<file path="src/rtl/uart_pkg.sv">
// Shared constants and types for the UART and its baud-rate source.
package uart_pkg;
  localparam int MC_DIV_DEFAULT = 12;
  localparam int SMOD1_DIV      = 16;
  localparam int SMOD0_DIV      = 32;

  typedef logic [7:0] byte_t;
endpackage

</file>
<file path="src/rtl/baud_div.sv">
// Divides timer overflow pulses into the 16x oversample tick and the 1x baud tick.
module baud_div
  import uart_pkg::*;
(
  input  logic clk,
  input  logic rst,
  input  logic ovf,
  input  logic smod,
  output logic tick_x16,
  output logic tick_baud
);
  localparam logic [4:0] SMOD0_LAST = 5'(SMOD0_DIV - 1);
  localparam logic [3:0] SMOD1_LAST = 4'(SMOD1_DIV - 1);

  logic [4:0] div_cnt;

  // Ticks are decoded from the count before this overflow bumps it.
  always_ff @(posedge clk) begin
    if (rst) begin
      div_cnt   <= '0;
      tick_x16  <= 1'b0;
      tick_baud <= 1'b0;
    end else begin
      tick_x16  <= ovf && (smod || div_cnt[0]);
      tick_baud <= ovf && (smod ? (div_cnt[3:0] == SMOD1_LAST)
                                : (div_cnt == SMOD0_LAST));
      if (ovf) div_cnt <= div_cnt + 5'd1;
    end
  end
endmodule

</file>
<file path="src/rtl/uart_baud_timer1.sv">
// 8051 Timer 1, mode 2 (8-bit auto-reload), acting as the serial-port baud source.
module uart_baud_timer1
  import uart_pkg::*;
#(
  parameter int CLK_DIV = MC_DIV_DEFAULT
) (
  input  logic       clk,
  input  logic       rst,
  input  logic       tr1,
  input  logic       smod,
  input  logic       th1_we,
  input  logic       tl1_we,
  input  logic [7:0] wdata,
  input  logic       tf1_clr,
  output logic [7:0] th1,
  output logic [7:0] tl1,
  output logic       tf1,
  output logic       tick_x16,
  output logic       tick_baud
);
  localparam int              MC_W    = (CLK_DIV > 1) ? $clog2(CLK_DIV) : 1;
  localparam logic [MC_W-1:0] MC_LAST = MC_W'(CLK_DIV - 1);

  logic [MC_W-1:0] mc_cnt;
  logic            mc_tick;
  byte_t           th1_q;
  byte_t           tl1_q;
  logic            ovf;
  logic            tf1_q;

  assign mc_tick = (mc_cnt == MC_LAST) && tr1;

  // NOTE: sequential state uses <= so every flop samples pre-edge values;
  // this is what makes a same-cycle TH1 write leave the reload on the old value.
  always_ff @(posedge clk) begin
    if (rst) begin
      mc_cnt <= '0;
    end else if (tr1) begin
      mc_cnt <= (mc_cnt == MC_LAST) ? '0 : mc_cnt + MC_W'(1);
    end
  end

  // A TL1 write overrides both increment and reload, and suppresses the overflow.
  always_ff @(posedge clk) begin
    if (rst) begin
      th1_q <= '0;
      tl1_q <= '0;
      ovf   <= 1'b0;
    end else begin
      ovf <= 1'b0;
      if (th1_we) th1_q <= wdata;
      if (tl1_we) begin
        tl1_q <= wdata;
      end else if (mc_tick) begin
        if (tl1_q == 8'hFF) begin
          tl1_q <= th1_q;
          ovf   <= 1'b1;
        end else begin
          tl1_q <= tl1_q + 8'd1;
        end
      end
    end
  end

  // Setting wins over a coincident software clear so no overflow is lost.
  always_ff @(posedge clk) begin
    if (rst)          tf1_q <= 1'b0;
    else if (ovf)     tf1_q <= 1'b1;
    else if (tf1_clr) tf1_q <= 1'b0;
  end

  baud_div u_baud_div (
    .clk       (clk),
    .rst       (rst),
    .ovf       (ovf),
    .smod      (smod),
    .tick_x16  (tick_x16),
    .tick_baud (tick_baud)
  );

  assign th1 = th1_q;
  assign tl1 = tl1_q;
  assign tf1 = tf1_q;
endmodule

</file>
<file path="config.mk">
export PLATFORM = sky130hd
export DESIGN_NAME = uart_baud_timer1
export DESIGN_NICKNAME = d
export VERILOG_FILES = /design/src/rtl/uart_pkg.sv /design/src/rtl/baud_div.sv /design/src/rtl/uart_baud_timer1.sv
export SDC_FILE = /design/constraint.sdc
export NUM_CORES = 1
export LEC_CHECK = 0
export CORE_AREA = 8 8 72 74
export DETAILED_ROUTE_END_ITERATION = 10
export DIE_AREA = 0 0 80 82
export GPL_TIMING_DRIVEN = 0
export HOLD_SLACK_MARGIN = 0.02
export SYNTH_ARGS = -nofsm -noshare
export SYNTH_HDL_FRONTEND = slang
export SYNTH_SLANG_ARGS = --single-unit
</file>
<file path="constraint.sdc">
create_clock -name clk -period 1.8 [get_ports clk]
set_input_delay 0.54 -clock clk [delete_from_list [all_inputs] [get_ports clk]]
set_output_delay 0.54 -clock clk [all_outputs]
set_load 0.005 [all_outputs]
</file>
## After elaboration in Yosys (flattened, before gate mapping)

Cells that the tools add are included.

- Register bits after elaboration: 29
- Bits in latches: 0
- Memory bits (writable): 0
- Memory bits (read-only): 0
- Input port bits: 15
- Output and inout bits: 19
- Logic and storage cells: 31
- Memories: 0

- Add/sub/neg operators: 3
- Multipliers: 0
- Divide/modulo/power cells: 0
- Order comparisons: 0
- Eq/ne operators: 4
- Shift-type cells: 0
- Muxes and demuxes: 8
- Bitwise logic cells: 1
- Reduce and logical (&&, ||, !) cells: 7

Operator list:

| cell | number |
|---|---|
| 8-bit 2-to-1 mux | 3 |
| 8-bit by 1-bit adder with 8-bit output (second input constant) | 1 |
| 4-bit == test (second input constant) | 2 |
| 8-bit == test (second input constant) | 1 |
| 5-bit by 1-bit adder with 5-bit output (second input constant) | 1 |
| 5-bit == test (second input constant) | 1 |
| 4-bit by 1-bit adder with 4-bit output (second input constant) | 1 |
| 1-bit 2-to-1 mux | 4 |
| 4-bit 2-to-1 mux | 1 |
| 2-bit nonzero test | 2 |
| 1-bit logical AND | 3 |
| 3-bit OR reduction | 1 |
| 1-bit logical OR | 1 |
| 1-bit inverter | 1 |

## Logic depth before layout (Yosys ltp)

Gate-level depths: netlist of run 1.

- Word-level depth: 4
- Depth in mapped cells: 6
- Depth with buffers taken out: 5

## Modules after synthesis

Synthesis of run 1 repeated with hierarchy kept, for this count alone.

- Cell total of the unflattened synthesis: 150
- Area, all modules: 1,450.1 um^2

Modules (own cells, without submodules):

| module | times used | cells an instance | area each (um^2) | seq. area each (um^2) |
|---|---|---|---|---|
| uart_baud_timer1 | 1 | 120 | 1,136.1 | 440.4 |
| baud_div | 1 | 30 | 314.1 | 140.1 |

## Least setup slack after synthesis of run 1

Ideal clock, no wire load.

- Path kind: input port to flip-flop
- Start point: input port tr1
- End point: register tl1_q[3], in the netlist tl1[3]
- Library setup time: 0.127 ns
- Data arrival time: 1.459 ns
- Required time: 1.673 ns
- Setup slack: 0.214 ns
- Stages on the path: 6
- Path buffers: 2
- Cells stage by stage: buf_6 -> and4b_1 -> buf_6 -> nand2_1 -> a31oi_1 -> or3_1

- Word-level cells in the longest chain between the ends: 2

Ends and longest elaborated chain:

| element | RTL line | RTL |
|---|---|---|
| start: declaration | uart_baud_timer1.sv:9 | `input logic tr1,` |
| 1-bit logical AND | uart_baud_timer1.sv:31 | `assign mc_tick = (mc_cnt == MC_LAST) && tr1;` |
| 2-bit nonzero test (no line) | - |  |
| end signal: assignment | uart_baud_timer1.sv:53 | `tl1_q <= wdata;` |
| end signal: assignment | uart_baud_timer1.sv:56 | `tl1_q <= th1_q;` |
| end signal: assignment | uart_baud_timer1.sv:59 | `tl1_q <= tl1_q + 8'd1;` |
| end: declaration | uart_baud_timer1.sv:27 | `byte_t tl1_q;` |

No other way between the ends.
A chain may end at the register's enable or synchronous reset.

## Worst setup path after layout of run 1

- Start point: register tl1_q[6], in the netlist tl1[6]
- End point: output port tl1[6]

RTL lines:

| element | RTL line | RTL |
|---|---|---|
| end: declaration | uart_baud_timer1.sv:16 | `output logic [7:0] tl1,` |

No word-level cell between the ends.

==> impl_metrics.ini, run 1 <==
[floorplanning]
num_rows = 24
core_area_mm2 = 0.00414
dieArea_mm2 = 0.00656
io_pins = 34
fp.dieH_um = 82
die_w_um = 80
initial_utilization = 0.345

[synthesis]
yosysWarnings = 0
async_reset_ff_frac = 0
yosysTopAreaCellShare = 0.407
syn-instance-count = 157
syn-num-nets = 176
synthFlopType = dfxtp_1
yosysSeqAreaShare = 0.407
synth_cell_types = 41
ys_ff_latch = 29
avgSynthCellArea_um2 = 9.09
synth-edff-count = 0
syn_area_mm2 = 0.00143
yosysTopAreaCell = dfxtp_1
synthTopCellsByArea = dfxtp_1 41%, mux2i_1 9.8%, nor2_1 6.6%, ha_1 3.5%, buf_6 3.2%

[power_and_ir_drop]
leakage_nw = 0.729
p_per_area_mw_per_mm2 = 738
total_power_w = 0.00140
irDropWorstVdd_mv = 0.369

[placed_design]
place_area_mm2 = 0.00180
io_buffers = 31
dp_hpwl_mm = 2.67
gp_congestion = 0.899

[cts]
clock_path_buffers = 2
cts_tree = yes
hold_buffers = 0
htreeDepth = 2
cts-buffers-inserted = 5
cts.sinks = 29
clockRootBuffer = clkbuf_8
clkTransAtPathRegs_ns = 0.06
clock_latency_ns = 0.28

[global_routing]
grt_pass1_vias = 1234
grt_start_max_net_pins = 11
grt_pass1_wl_mm = 6.04
grt_overflow = 0
antenna_found_initial = 0
grtUsageTotal = 0.119

[setup_path]
crit_path_top_delay_cell = clkdlybuf4s50_1
endpoint_kind = primary output
crit_family = buffers and inverters
arrival_ns = 1.22
cp_max_fo = 5
worstPathCellList = clkdlybuf4s50_1
critical_path_class = register to primary output
cp.required_ns = 1.26
start_kind = register
crit_buf_inv = 1
cpPeakStageDelay_ns = 0.53

[sta]
relSlewSlack = 0.545
setup_viol = 0
timing.hold.ws_ns = 0.500
final_hold_viol_count = 0
clock.fmax_mhz = 569
rsz0062_at_grt = no
tightestPinTransition_ns = 0.683
drv_slew = 0
clock-skew-final_ns = 0.00571
fin_crit_sh = 0.977
fin_crit_ns = 1.76

[drt]
drtIter0Drc = 93
post_drt_wl_per_cell_um = 14.9
viasPerCell = 5.29
drc = 0
firstDrtPassIters = 4
num_vias = 1307
ant_nets = 0
wl_mm = 3.68

[finish]
final_nets = 214
diodes = 0
drive_gt1_frac = 0.118
fin_util = 0.458
fillCellCount = 410
area_delta_synth_final_pct = 33.0
final_area_mm2 = 0.00190
regArea_um2 = 591
multi_input_area_um2 = 767

[hold_path]
hp-class = register to register

[flow_run]
maxCapViolCount = 0

[outcome]
status = completed
-- where the power goes --
group	switching (W)	internal [W]	total (W)
Sequential	0.0000284	0.000668	0.000696
Combinational	0.0000697	0.000102	0.000171
Clock	0.000233	0.000302	0.000535
-- final timing paths --
| kind | cells past startpoint | slack, ns | endpoint | startpoint |
|---|---|---|---|---|
| setup / recovery | 1 | 0.04 | tl1[6] | tl1[6] |
| hold / removal | 2 | 0.50 | u_baud_div.div_cnt[4] | u_baud_div.div_cnt[4] |
| setup reg to reg | 6 | 0.15 | tl1[7] | mc_cnt[0] |
| hold reg to reg | 2 | 0.50 | u_baud_div.div_cnt[4] | u_baud_div.div_cnt[4] |
-- final cells by class --
cell class	instances	share of cell area
Buffer	9	0.0362
Multi-Input combinational cell	116	0.404
Timing Repair Buffer	31	0.163
Sequential cell	29	0.311
Inverter	3	0.00593
Clock buffer	7	0.0455
Tap cell	52	0.0343
-- synth_stat cells (2+ instances only) --
| cell | instances |
|---|---|
| a21oi_1 | 8 |
| a31oi_1 | 2 |
| and4b_1 | 3 |
| buf_6 | 4 |
| clkbuf_1 | 3 |
| dfxtp_1 | 29 |
| ha_1 | 4 |
| inv_1 | 3 |
| mux2_2 | 2 |
| mux2i_1 | 14 |
| nand2_1 | 12 |
| nand2b_1 | 2 |
| nand3_1 | 2 |
| nand3b_1 | 2 |
| nand4_1 | 4 |
| nor2_1 | 25 |
| nor3b_1 | 3 |
| o21ai_0 | 5 |
| o22ai_1 | 5 |
| or3_1 | 3 |
| xor2_1 | 2 |
-- sequential cells by signal (all words and copies together), names as in the netlist --
signal,cells
u_baud_div.div_cnt,5
u_baud_div.tick_x16,1
tf1,1
tl1,8
ovf,1
th1,8
mc_cnt,4
u_baud_div.tick_baud,1
-- per-layer routing --
metal  routed length, um  vias to the layer above  GRT usage
li1                    -                      642          -
met1                1620                      596      0.142
met2                1640                       61      0.176
met3                 369                        8     0.0536
met4                  51                        0     0.0618
met5                   0                        -          0
-- cell usage in the layout (no fill, tap or decap), types with 2 or more instances in the layout --
cell,n
a21oi_1,8
a31oi_1,2
and4b_1,3
buf_6,4
clkbuf_1,4
clkbuf_8,6
clkdlybuf4s50_1,31
dfxtp_1,23
dfxtp_2,5
ha_1,4
inv_1,3
mux2_2,2
mux2i_1,14
nand2_1,12
nand2b_1,2
nand3_1,2
nand3b_1,2
nand4_1,4
nor2_1,25
nor3b_1,3
o21ai_0,5
o22ai_1,5
or3_1,3
xor2_1,2
-- stage by stage --
stage | worst slack, ns | cells | setup TNS [ns]
final | 0.0419 | 247 | 0
after global routing | 0.00474 | 247 | 0
after CTS | 0.0252 | 247 | 0
after detailed placement | -0.196 | 240 | -0.860
after global placement | -0.219 | 240 | -0.871
after floorplan | 0.214 | 157 | 0
-- logic make-up after synthesis --
group | after synthesis | share of synthesized area
flops | 29 | 0.407
xor+xnor | 3 | 0.0184
simple gates | 64 | 0.238
fa+ha+maj | 4 | 0.0351
buf+inv | 12 | 0.0561
compound gates | 29 | 0.132
mux | 16 | 0.114
-- timing repair --
| item | in CTS | in global routing |
|---|---|---|
| setup buffers | 0 | 0 |
| gates resized for setup | 6 | 1 |
| setup endpoints to repair | 6 | 1 |
| hold endpoints to repair | 0 | 0 |
No activity file was read; power rests on OpenSTA's default activity.
==> run 2, diff against run 1 <==
Settings changed: CTS_CLUSTER_SIZE set to 24.
Clock period 1.8 ns to 2 ns, I/O delays scaled along.
==> impl_metrics.ini, run 2 (synthesis results as in run 1) <==
[sta]
finalSetupTns_ns = 0
tightestPinTransition_ns = 0.663
setup_viol = 0
final_hold_viol_count = 0
clock-skew-final_ns = 0.00617
rsz0062_at_grt = no
relSlewSlack = 0.558
fin_crit_sh = 0.965
fin_crit_ns = 1.93
clock.fmax_mhz = 518
postLayoutSetupSlackWorst_ns = 0.0706
drv_slew = 0

[global_routing]
grt_start_max_net_pins = 11
grt_pass1_wl_mm = 6.02
grt_pass1_vias = 1231
grtUsageTotal = 0.119
grt_overflow = 0
antenna_found_initial = 0

[cts]
cts-buffers-inserted = 5
cts.sinks = 29
clockRootBuffer = clkbuf_8
postCtsSetupBuffers = 0
htreeDepth = 2
clock_path_buffers = 2
clkTransAtPathRegs_ns = 0.06
hold_buffers = 0
cts_tree = yes
post_cts_resized = 0
clock_latency_ns = 0.28

[setup_path]
timing.rr.start = tl1[0]
arrival_ns = 1.33
critical_path_class = register to primary output
cp.required_ns = 1.40
crit_buf_inv = 1
crit_start = tl1[5]
cp_max_fo = 8
endpoint_kind = primary output
crit_path_top_delay_cell = clkdlybuf4s50_1
crit_family = buffers and inverters
cpPeakStageDelay_ns = 0.57
worstPathCellList = clkdlybuf4s50_1
start_kind = register

[drt]
ant_nets = 0
wl_met2_mm = 1.66
wl_mm = 3.67
drtIter0Drc = 128
post_drt_wl_per_cell_um = 14.9
viasPerCell = 5.21
met1Wirelength_mm = 1.66
firstDrtPassIters = 4
num_vias = 1287
maxUsedRoutingLayer = met4
drc = 0
wl_met3_um = 324

[placed_design]
dp_slack_ns = -0.0557
gp_congestion = 0.899
dp_hpwl_mm = 2.67
io_buffers = 31

[power_and_ir_drop]
leakage_nw = 0.727
irDropWorstVdd_mv = 0.332
p_per_area_mw_per_mm2 = 668

[flow_run]
maxCapViolCount = 0

[finish]
fillCellCount = 414
drive_gt1_frac = 0.0872
area_delta_synth_final_pct = 32.3
final_common_cell = clkdlybuf4s50_1
multi_input_area_um2 = 767
regArea_um2 = 581
diodes = 0
final_nets = 214
final_cell_mix = 31 x clkdlybuf4s50_1, 29 x dfxtp_1, 25 x nor2_1, 14 x mux2i_1, 12 x nand2_1

[floorplanning]
io_pins = 34
die_w_um = 80
fp.dieH_um = 82
num_rows = 24
dieArea_mm2 = 0.00656
initial_utilization = 0.345
core_area_mm2 = 0.00414

[outcome]
status = completed

[hold_path]
hp-class = register to register
hp-start = u_baud_div.div_cnt[4]
[run 2: cell types whose count changed in the layout (fill, tap and decap cells not counted)]
cell / before / now
dfxtp_1: 23 / 29
dfxtp_2: 5 / 0
dfxtp_4: 1 / 0
[run 2: stage by stage]
step	power, W	cell area (um2)	utilization	hold slack [ns]	std cells
5_1_grt	0.00132	1890	0.456	0.561	247
4_1_cts	0.00128	1890	0.456	0.507	247
3_5_place_dp	0.000792	1800	0.435	0.494	240
3_3_place_gp	0.000789	1800	0.435	0.476	240
6_report	0.00126	1890	0.456	0.501	247
2_1_floorplan	0.000706	1430	-	0.467	157
[run 2: worst paths after layout]
path         cells after the start  slack [ns]                     to
max reg2reg                      5        0.28                 tl1[4]
max                              1        0.07                 tl1[5]
min                              2        0.50  u_baud_div.div_cnt[4]
min reg2reg                      2        0.50  u_baud_div.div_cnt[4]
[run 2: cell type report]
type / instances / share of cell area
Sequential cell: 29 / 0.307
Tap cell: 52 / 0.0344
Buffer: 9 / 0.0364
Clock buffer: 7 / 0.0457
Inverter: 3 / 0.00596
Multi-Input combinational cell: 116 / 0.406
Timing Repair Buffer: 31 / 0.164
[run 2: where the power goes]
part / internal (W) / total (W) / leakage (nW) / switching, W
Clock: 0.000272 / 0.000482 / 0.0443 / 0.000210
Sequential: 0.000600 / 0.000626 / 0.237 / 0.0000256
Combinational: 0.0000914 / 0.000154 / 0.445 / 0.0000625
[run 2: layer usage]
layer / vias to the layer above / GRT usage
met4: 0 / 0.0618
met5: - / 0
li1: 643 / -
met1: 591 / 0.141
met2: 49 / 0.175
met3: 4 / 0.0536
